**config.mk**
```make
export PLATFORM = sky130hd
export DESIGN_NAME = wave_control
export DESIGN_NICKNAME = d
export VERILOG_FILES = /design/src/rtl/wave_control.sv
export SDC_FILE = /design/constraint.sdc
export NUM_CORES = 1
export LEC_CHECK = 0
export ABC_AREA = 1
export CORE_MARGIN = 2
export CORE_UTILIZATION = 45
export DETAILED_ROUTE_END_ITERATION = 10
export PLACE_DENSITY = 0.74
export SKIP_CTS_REPAIR_TIMING = 1
export SYNTH_ARGS = -nofsm -noshare
export SYNTH_HDL_FRONTEND = slang
export SYNTH_SLANG_ARGS = --single-unit
```
**constraint.sdc**
```tcl
create_clock -name clk -period 1.3 [get_ports clk]
set_input_delay 0.195 -clock clk [delete_from_list [all_inputs] [get_ports clk]]
set_output_delay 0.195 -clock clk [all_outputs]
set_load 0.02 [all_outputs]
```
**src/rtl/wave_control.sv**
```systemverilog
// -----------------------------------------------------------------------------
// wave_control
//
// MCU-to-FPGA control register file. It sits on the same parallel MCU bus as
// the waveform readback path. The MCU first latches a register address with
// addr_en, then writes data words with rd_en. The block turns those writes
// into the waveform configuration.
//
// Divider and gain are double-buffered. The MCU writes a shadow copy, and the
// shadow is moved into the active outputs at a safe moment:
//   - at a waveform period start (wave_sync) while running,
//   - on the next edge when the waveform is stopped, or
//   - when force_apply is written.
//
// The frequency word is committed atomically. FREQ_LOW only loads a holding
// register. FREQ_HIGH writes the whole word in one edge.
//
// Address map (relative to the latched address):
//   0 DIV       shadow div  <= rd_data[DIV_WIDTH-1:0]
//   1 GAIN      shadow gain <= rd_data[1:0]
//   2 FREQ_LOW  low half holding register
//   3 FREQ_HIGH freq_word <= {rd_data[FREQ_WIDTH-DATA_WIDTH-1:0], low half}
//   4 CTRL      bit0 run (level), bit1 soft_clr (pulse), bit2 force_apply
//   other       no register change, sticky bad_addr
//
// Ports:
//   clk          system clock
//   rst          synchronous active-high reset
//   en           block enable; bus strobes are ignored while low
//   addr_en      strobe: latch rd_data as the register address
//   rd_en        strobe: write rd_data to the latched address
//   rd_data      MCU bus data (address or data word)
//   wave_sync    one-cycle pulse at each waveform period start
//   div          active divider
//   gain_ctrl    active gain control
//   freq_word    active frequency tuning word
//   freq_update  one-cycle pulse after freq_word is written
//   run          waveform run enable
//   soft_clr     one-cycle clear pulse
//   cfg_pending  shadow div/gain written but not yet applied
//   bad_addr     sticky flag: a write hit an unmapped address
//
// Parameter constraints:
//   DATA_WIDTH < FREQ_WIDTH <= 2*DATA_WIDTH
//   DIV_WIDTH <= DATA_WIDTH
// -----------------------------------------------------------------------------
module wave_control #(
    parameter int DATA_WIDTH = 16,
    parameter int FREQ_WIDTH = 32,
    parameter int DIV_WIDTH  = 12,
    parameter int DIV_RESET  = 1
) (
    input  logic                  clk,
    input  logic                  rst,
    input  logic                  en,
    input  logic                  addr_en,
    input  logic                  rd_en,
    input  logic [DATA_WIDTH-1:0] rd_data,
    input  logic                  wave_sync,
    output logic [DIV_WIDTH-1:0]  div,
    output logic [1:0]            gain_ctrl,
    output logic [FREQ_WIDTH-1:0] freq_word,
    output logic                  freq_update,
    output logic                  run,
    output logic                  soft_clr,
    output logic                  cfg_pending,
    output logic                  bad_addr
);

    localparam int HI_WIDTH = FREQ_WIDTH - DATA_WIDTH;

    localparam logic [DIV_WIDTH-1:0] DIV_INIT = DIV_WIDTH'(DIV_RESET);

    localparam logic [DATA_WIDTH-1:0] ADDR_DIV       = DATA_WIDTH'(0);
    localparam logic [DATA_WIDTH-1:0] ADDR_GAIN      = DATA_WIDTH'(1);
    localparam logic [DATA_WIDTH-1:0] ADDR_FREQ_LOW  = DATA_WIDTH'(2);
    localparam logic [DATA_WIDTH-1:0] ADDR_FREQ_HIGH = DATA_WIDTH'(3);
    localparam logic [DATA_WIDTH-1:0] ADDR_CTRL      = DATA_WIDTH'(4);

    // Bus and shadow state.
    logic [DATA_WIDTH-1:0] addr_q;
    logic [DIV_WIDTH-1:0]  shadow_div;
    logic [1:0]            shadow_gain;
    logic [DATA_WIDTH-1:0] freq_low;
    logic                  force_q;     // force_apply seen at the previous edge

    // Strobe qualification: addr_en has priority over a simultaneous rd_en.
    logic addr_wr;
    logic bus_wr;

    assign addr_wr = en & addr_en;
    assign bus_wr  = en & rd_en & ~addr_en;

    // Per-register write decode.
    logic wr_div;
    logic wr_gain;
    logic wr_low;
    logic wr_high;
    logic wr_ctrl;
    logic wr_bad;

    // NOTE: every signal driven here gets a default first, so that no path
    // through the case leaves a value held and no latch is inferred.
    always_comb begin
        wr_div  = 1'b0;
        wr_gain = 1'b0;
        wr_low  = 1'b0;
        wr_high = 1'b0;
        wr_ctrl = 1'b0;
        wr_bad  = 1'b0;
        if (bus_wr) begin
            case (addr_q)
                ADDR_DIV:       wr_div  = 1'b1;
                ADDR_GAIN:      wr_gain = 1'b1;
                ADDR_FREQ_LOW:  wr_low  = 1'b1;
                ADDR_FREQ_HIGH: wr_high = 1'b1;
                ADDR_CTRL:      wr_ctrl = 1'b1;
                default:        wr_bad  = 1'b1;
            endcase
        end
    end

    // Apply the shadows at this edge in any of these cases:
    //   - force_apply was written at the previous edge;
    //   - something is pending and the waveform is stopped;
    //   - something is pending and a new period starts now.
    // The apply path does not depend on en, so a pending value still lands
    // while the bus is disabled.
    logic apply;

    assign apply = force_q | (cfg_pending & (~run | wave_sync));

    // NOTE: all state is updated with non-blocking assignments. That way each
    // right-hand side reads the pre-edge value. An apply and a shadow write on
    // the same edge therefore see the old shadow, and the new shadow value
    // stays pending.
    always_ff @(posedge clk) begin
        if (rst) begin
            addr_q      <= '0;
            shadow_div  <= DIV_INIT;
            shadow_gain <= 2'd0;
            freq_low    <= '0;
            force_q     <= 1'b0;
            div         <= DIV_INIT;
            gain_ctrl   <= 2'd0;
            freq_word   <= '0;
            freq_update <= 1'b0;
            run         <= 1'b0;
            soft_clr    <= 1'b0;
            cfg_pending <= 1'b0;
            bad_addr    <= 1'b0;
        end else begin
            // Pulses are high only for the cycle after their write.
            freq_update <= wr_high;
            soft_clr    <= wr_ctrl & rd_data[1];
            force_q     <= wr_ctrl & rd_data[2];

            if (addr_wr) begin
                addr_q <= rd_data;
            end

            if (apply) begin
                div       <= shadow_div;
                gain_ctrl <= shadow_gain;
            end

            if (wr_div) begin
                shadow_div <= rd_data[DIV_WIDTH-1:0];
            end
            if (wr_gain) begin
                shadow_gain <= rd_data[1:0];
            end

            // A fresh shadow write wins over a simultaneous apply, so the
            // newly written value is not lost.
            if (wr_div | wr_gain) begin
                cfg_pending <= 1'b1;
            end else if (apply) begin
                cfg_pending <= 1'b0;
            end

            if (wr_low) begin
                freq_low <= rd_data;
            end
            if (wr_high) begin
                freq_word <= {rd_data[HI_WIDTH-1:0], freq_low};
            end

            if (wr_ctrl) begin
                run <= rd_data[0];
            end

            if (wr_bad) begin
                bad_addr <= 1'b1;
            end
        end
    end

endmodule

```
* After elaboration in Yosys (flattened, before gate mapping)
Index checks and enable logic that the tools add are counted.
Word-level totals: flip-flop bits (word level) 98, word-level logic and storage cells 45
Cells by class: eq/ne operators 4, muxes and demuxes 14, bitwise gates (word level) 11, reduce and logical (&&, ||, !) cells 3
Operators by type and width (count):
- == test 16 x 2 -> 1 bit (second input constant) | 2
- == test 16 x 1 -> 1 bit (second input constant) | 1
- == test 16 x 3 -> 1 bit (second input constant) | 1
- logical NOT 16 bit | 1
- two-way mux 1 bit | 14
- AND 1 bit | 6
- OR reduction 5 bit | 1
- OR 1 bit | 3
- NOT 1 bit | 2
- nonzero test 2 bit | 1

* Logic depth before layout (Yosys ltp)
word-level depth 6, mapped depth 9

* Worst setup path after synthesis
OpenSTA, ideal clock, no wires.
path type register -> register, start point reg addr_q[11], end point reg freq_low[10], data arrival time 1.176 ns, data required time 1.181 ns, slack 0.004 ns, stages on the path, launching flop included 8, buffers on the path 1, clock period less this slack 1.296 ns, cell sequence dfxtp_1 > nor2_1 > nand2_2 > nor2_8 > nand3_1 > clkbuf_1 > o21ai_0 > a21oi_1
On the way: word-level cells in the longest chain between the ends 3
RTL lines:
- start: declaration | RTL line 81 | logic [DATA_WIDTH-1:0] addr_q;
- start signal: assignment | RTL line 159 | addr_q <= rd_data;
- == test 16 x 2 -> 1 bit | RTL line 112 | case (addr_q)
- two-way mux 1 bit | RTL line 112
- two-way mux 1 bit | RTL line 111 | if (bus_wr) begin
- end signal: assignment | RTL line 183 | freq_low <= rd_data;
- end: declaration | RTL line 84 | logic [DATA_WIDTH-1:0] freq_low;
No other way between the ends. A chain may end at the register's enable or synchronous reset.

* Worst setup path after layout
start point reg addr_q[15], end point reg freq_word[16]
On the way: word-level cells in the longest chain between the ends 3
RTL lines:
- == test 16 x 2 -> 1 bit | RTL line 112
- two-way mux 1 bit | RTL line 112
- two-way mux 1 bit | RTL line 111
- end signal: assignment | RTL line 186 | freq_word <= {rd_data[HI_WIDTH-1:0], freq_low};
- end: declaration | RTL line 62 | output logic [FREQ_WIDTH-1:0] freq_word,
No other way between the ends.

==> key figures <==
Yosys
  – Largest family of logic cells by synthesized area: simple AND/OR/NAND/NOR gates
  – Adder-cell share of the synthesized area: 0
  – Multiplexer share of the synthesized area: 0
  – XOR/XNOR share of the synthesized area: 0
  – Post-Synthesis Cell Area: 3560 sq um
  – Avg Cell Area, Syn: ~8 sq um
  – Seq/Total Area, Yosys: 0.551
  – Library cells used by synthesis: 20
  – Biggest area consumer among synthesized cells: dfxtp_1
  – Compound-Gate Fraction of Synth Area: 0.170
  – Post-synth EDFFs: 0
  – Seq cells post-synth: 98
  – Synth top cells by count: nand2_1, dfxtp_1, a21oi_1
  – Cells after synthesis: 458
  – Most common cell in the netlist: nand2_1
  – Post-Synth Simple-Gate Area: 0.209
  – Ys async rst share: 0
  – Syn Nets: between 400 and 500
  – Yosys warns: 0
  – Top cell type's share of synthesized area: 0.551
  – Synth Flop Type: dfxtp_1
  – Top cells by area, synth: dfxtp_1, nand2_1, a21oi_1, o21ai_0, nor2_1

Floorplan
  – Die ar.: 8640 sq um
  – I/O Pins: 73
  – Starting Density: 0.463
  – Die Span X: roughly 93 um
  – Core Region: between 7000 and 8000 sq um
  – Die height: 93.0 um
  – Rows: 32

Critical path
  – Arr. time, crit path: 1.74 ns
  – R2r worst-path depth: 8
  – Register-to-register setup slack: -0.14 ns
  – Critical path class: flip-flop to flip-flop
  – Startpoint types: flip-flop
  – Required time worst endpoint: 1.60 ns
  – Reg-to-Reg End: freq_word[16]
  – Worst r2r src: addr_q[15]
  – CP max FO: 5
  – Crit. End Element: flip-flop

GRT
  – First-pass GRT wire length: between 10 and 15 mm
  – Largest net degree at the start of global routing: 39
  – Total track usage: 0.207
  – Initial antenna violation count: 0
  – Number of global-route vias before repair: 3040
  – Total grt overflow: 0

Placed design
  – GPL Wtd Cong: between 0.7 and 0.8
  – Port Buffers: 72
  – Post-DP HPWL: 6.04 mm

STA
  – Max Fclk: 696 MHz
  – Setup WS post-layout: -0.137 ns
  – Worst-Margin Slew: ~0.45 ns
  – Min Clock Period, post-route: 1.44 ns
  – WHS: between 0.4 and 0.5 ns
  – Max-slew violations: 0
  – Setup TNS: -6.11 ns
  – RSZ-0062 raised after global routing: true
  – Clock Skews: 0.0106 ns
  – Tcrit/Tclk final: 1.11
  – Relative slew slack: 0.697
  – Final hold violation count: 0
  – Setup violations, final: 62

Hold path
  – Min-delay src: bad_addr
  – WHS Endpoint: bad_addr
  – Hold path cells: 2
  – Hold crit path type: flip-flop to flip-flop

Clock network
  – Clock Path Buffers: 2
  – Clock Pin Slew Worst Setup and Hold Paths: around 0.10 ns
  – H-tree depth: 3
  – CTS Root Cell: clkbuf_8
  – Clock sinks: 98
  – CTS tree: built
  – Worst skew pair latency: 0.36 ns
  – Num CTS Buffers: 9

Final layout
  – Layout area overhead: 59.7%
  – Layout cell share with drive strength beyond 1: 0.318
  – Final nets: 575
  – # diodes: 0

Route
  – Total wire length: 10.8 mm
  – Final ANT Viol Nets: 0
  – Routed len/inst: 16.4 um
  – Via count: between 3000 and 4000
  – Drt drc: 0
  – Vias per inst: approximately 5.3
  – DR iter-0 viols: 170
  – Initial DRT Pass Iterations: 5

Power
  – Leak: 3.07 nW
  – Total power: 5.53 mW
  – P per Cell Area: 972 nW/um^2
  – IR drop worst, VDD: around 0.0009 V

Run
  – Max Cap Viol: 0

Run status
  – Failing checks: setup timing
  – Outcome: complete, but fails checks
-- worst max-delay path by stage --
| stage | end | from | cells after the start |
|---|---|---|---|
| 3_3_place_gp | freq_low[2] | en | 7 |
| 6_report | freq_word[16] | addr_q[15] | 8 |
| 3_5_place_dp | freq_low[3] | en | 7 |
| 4_1_cts | cfg_pending | cfg_pending | 1 |
| 2_1_floorplan | freq_low[10] | addr_q[11] | 7 |
| 5_1_grt | freq_word[16] | addr_q[4] | 8 |
-- through the flow --
step / util / instances / instance area, sq um / setup slack (ns)
after global placement: 0.600 / 635 / 4610 / -0.361
after CTS: 0.623 / 650 / 4790 / -0.273
after global routing: 0.740 / 659 / 5690 / -0.211
after floorplan: - / 458 / 3560 / 0.00435
after detailed placement: 0.600 / 635 / 4610 / -0.413
final: 0.740 / 659 / 5690 / -0.137
-- power by group --
| group | leakage (nW) | internal (mW) | switching, mW |
|---|---|---|---|
| Clock | 0.0810 | 0.748 | 1.09 |
| Combinational | 2.20 | 0.260 | 0.349 |
| Sequential | 0.796 | 3.05 | 0.0357 |
| Total | 3.07 | 4.06 | 1.47 |
-- metal layers --
metal | GRT usage | part of all wire | vias up
li1 | - | - | 1653
met1 | 0.275 | 0.42 | 1693
met2 | 0.339 | 0.51 | 109
met3 | 0.0411 | 0.056 | 10
met4 | 0.0674 | 0.010 | 0
met5 | 0 | 0 | -
-- critical path: stages (launching register included) --
cell       delay, ns
dfxtp_1         0.34
nor2_2          0.12
nand2_2         0.10
nor2_8          0.16
nand4_4         0.14
clkinv_4        0.15
clkbuf_16       0.17
nand2_1         0.06
a21oi_1         0.13
-- cell families after synthesis --
kind of cell,after synthesis
AND/OR/NAND/NOR,181
AO/OA/AOI/OAI,120
flip-flops,98
buffers and inverters,59
-- area by class of cell --
cell class                 count  area (sq um)
clock buffer                  10           138
sequential                    98          1970
clock inverter                 5          40.0
inverter                      33           136
timing repair buffer         110          1380
multi-input combinational    301          1890
fill                         534          2000
tap                          102           128
-- flip-flops by register name, indices dropped and copies added (netlist names) --
register and cells:
addr_q 16, gain_ctrl 2, div 12, shadow_gain 2, shadow_div 12, run 1
soft_clr 1, force_q 1, freq_low 16, cfg_pending 1, freq_word 32, bad_addr 1
freq_update 1
-- layout by cell type, fill, tap and decap left out, drive strengths merged --
cell type and instances:
clkinvlp 3, nand2 105, nand4 1, nor2 65, a21oi 69, dfxtp 98, o2111ai 1, nand3 9
o21ai 50, clkdlybuf4s50 21, dlymetal6s2s 51, clkinv 2, buf 33, inv 33, clkbuf 15, nor3 1
Power figures use the tool's default switching activity.
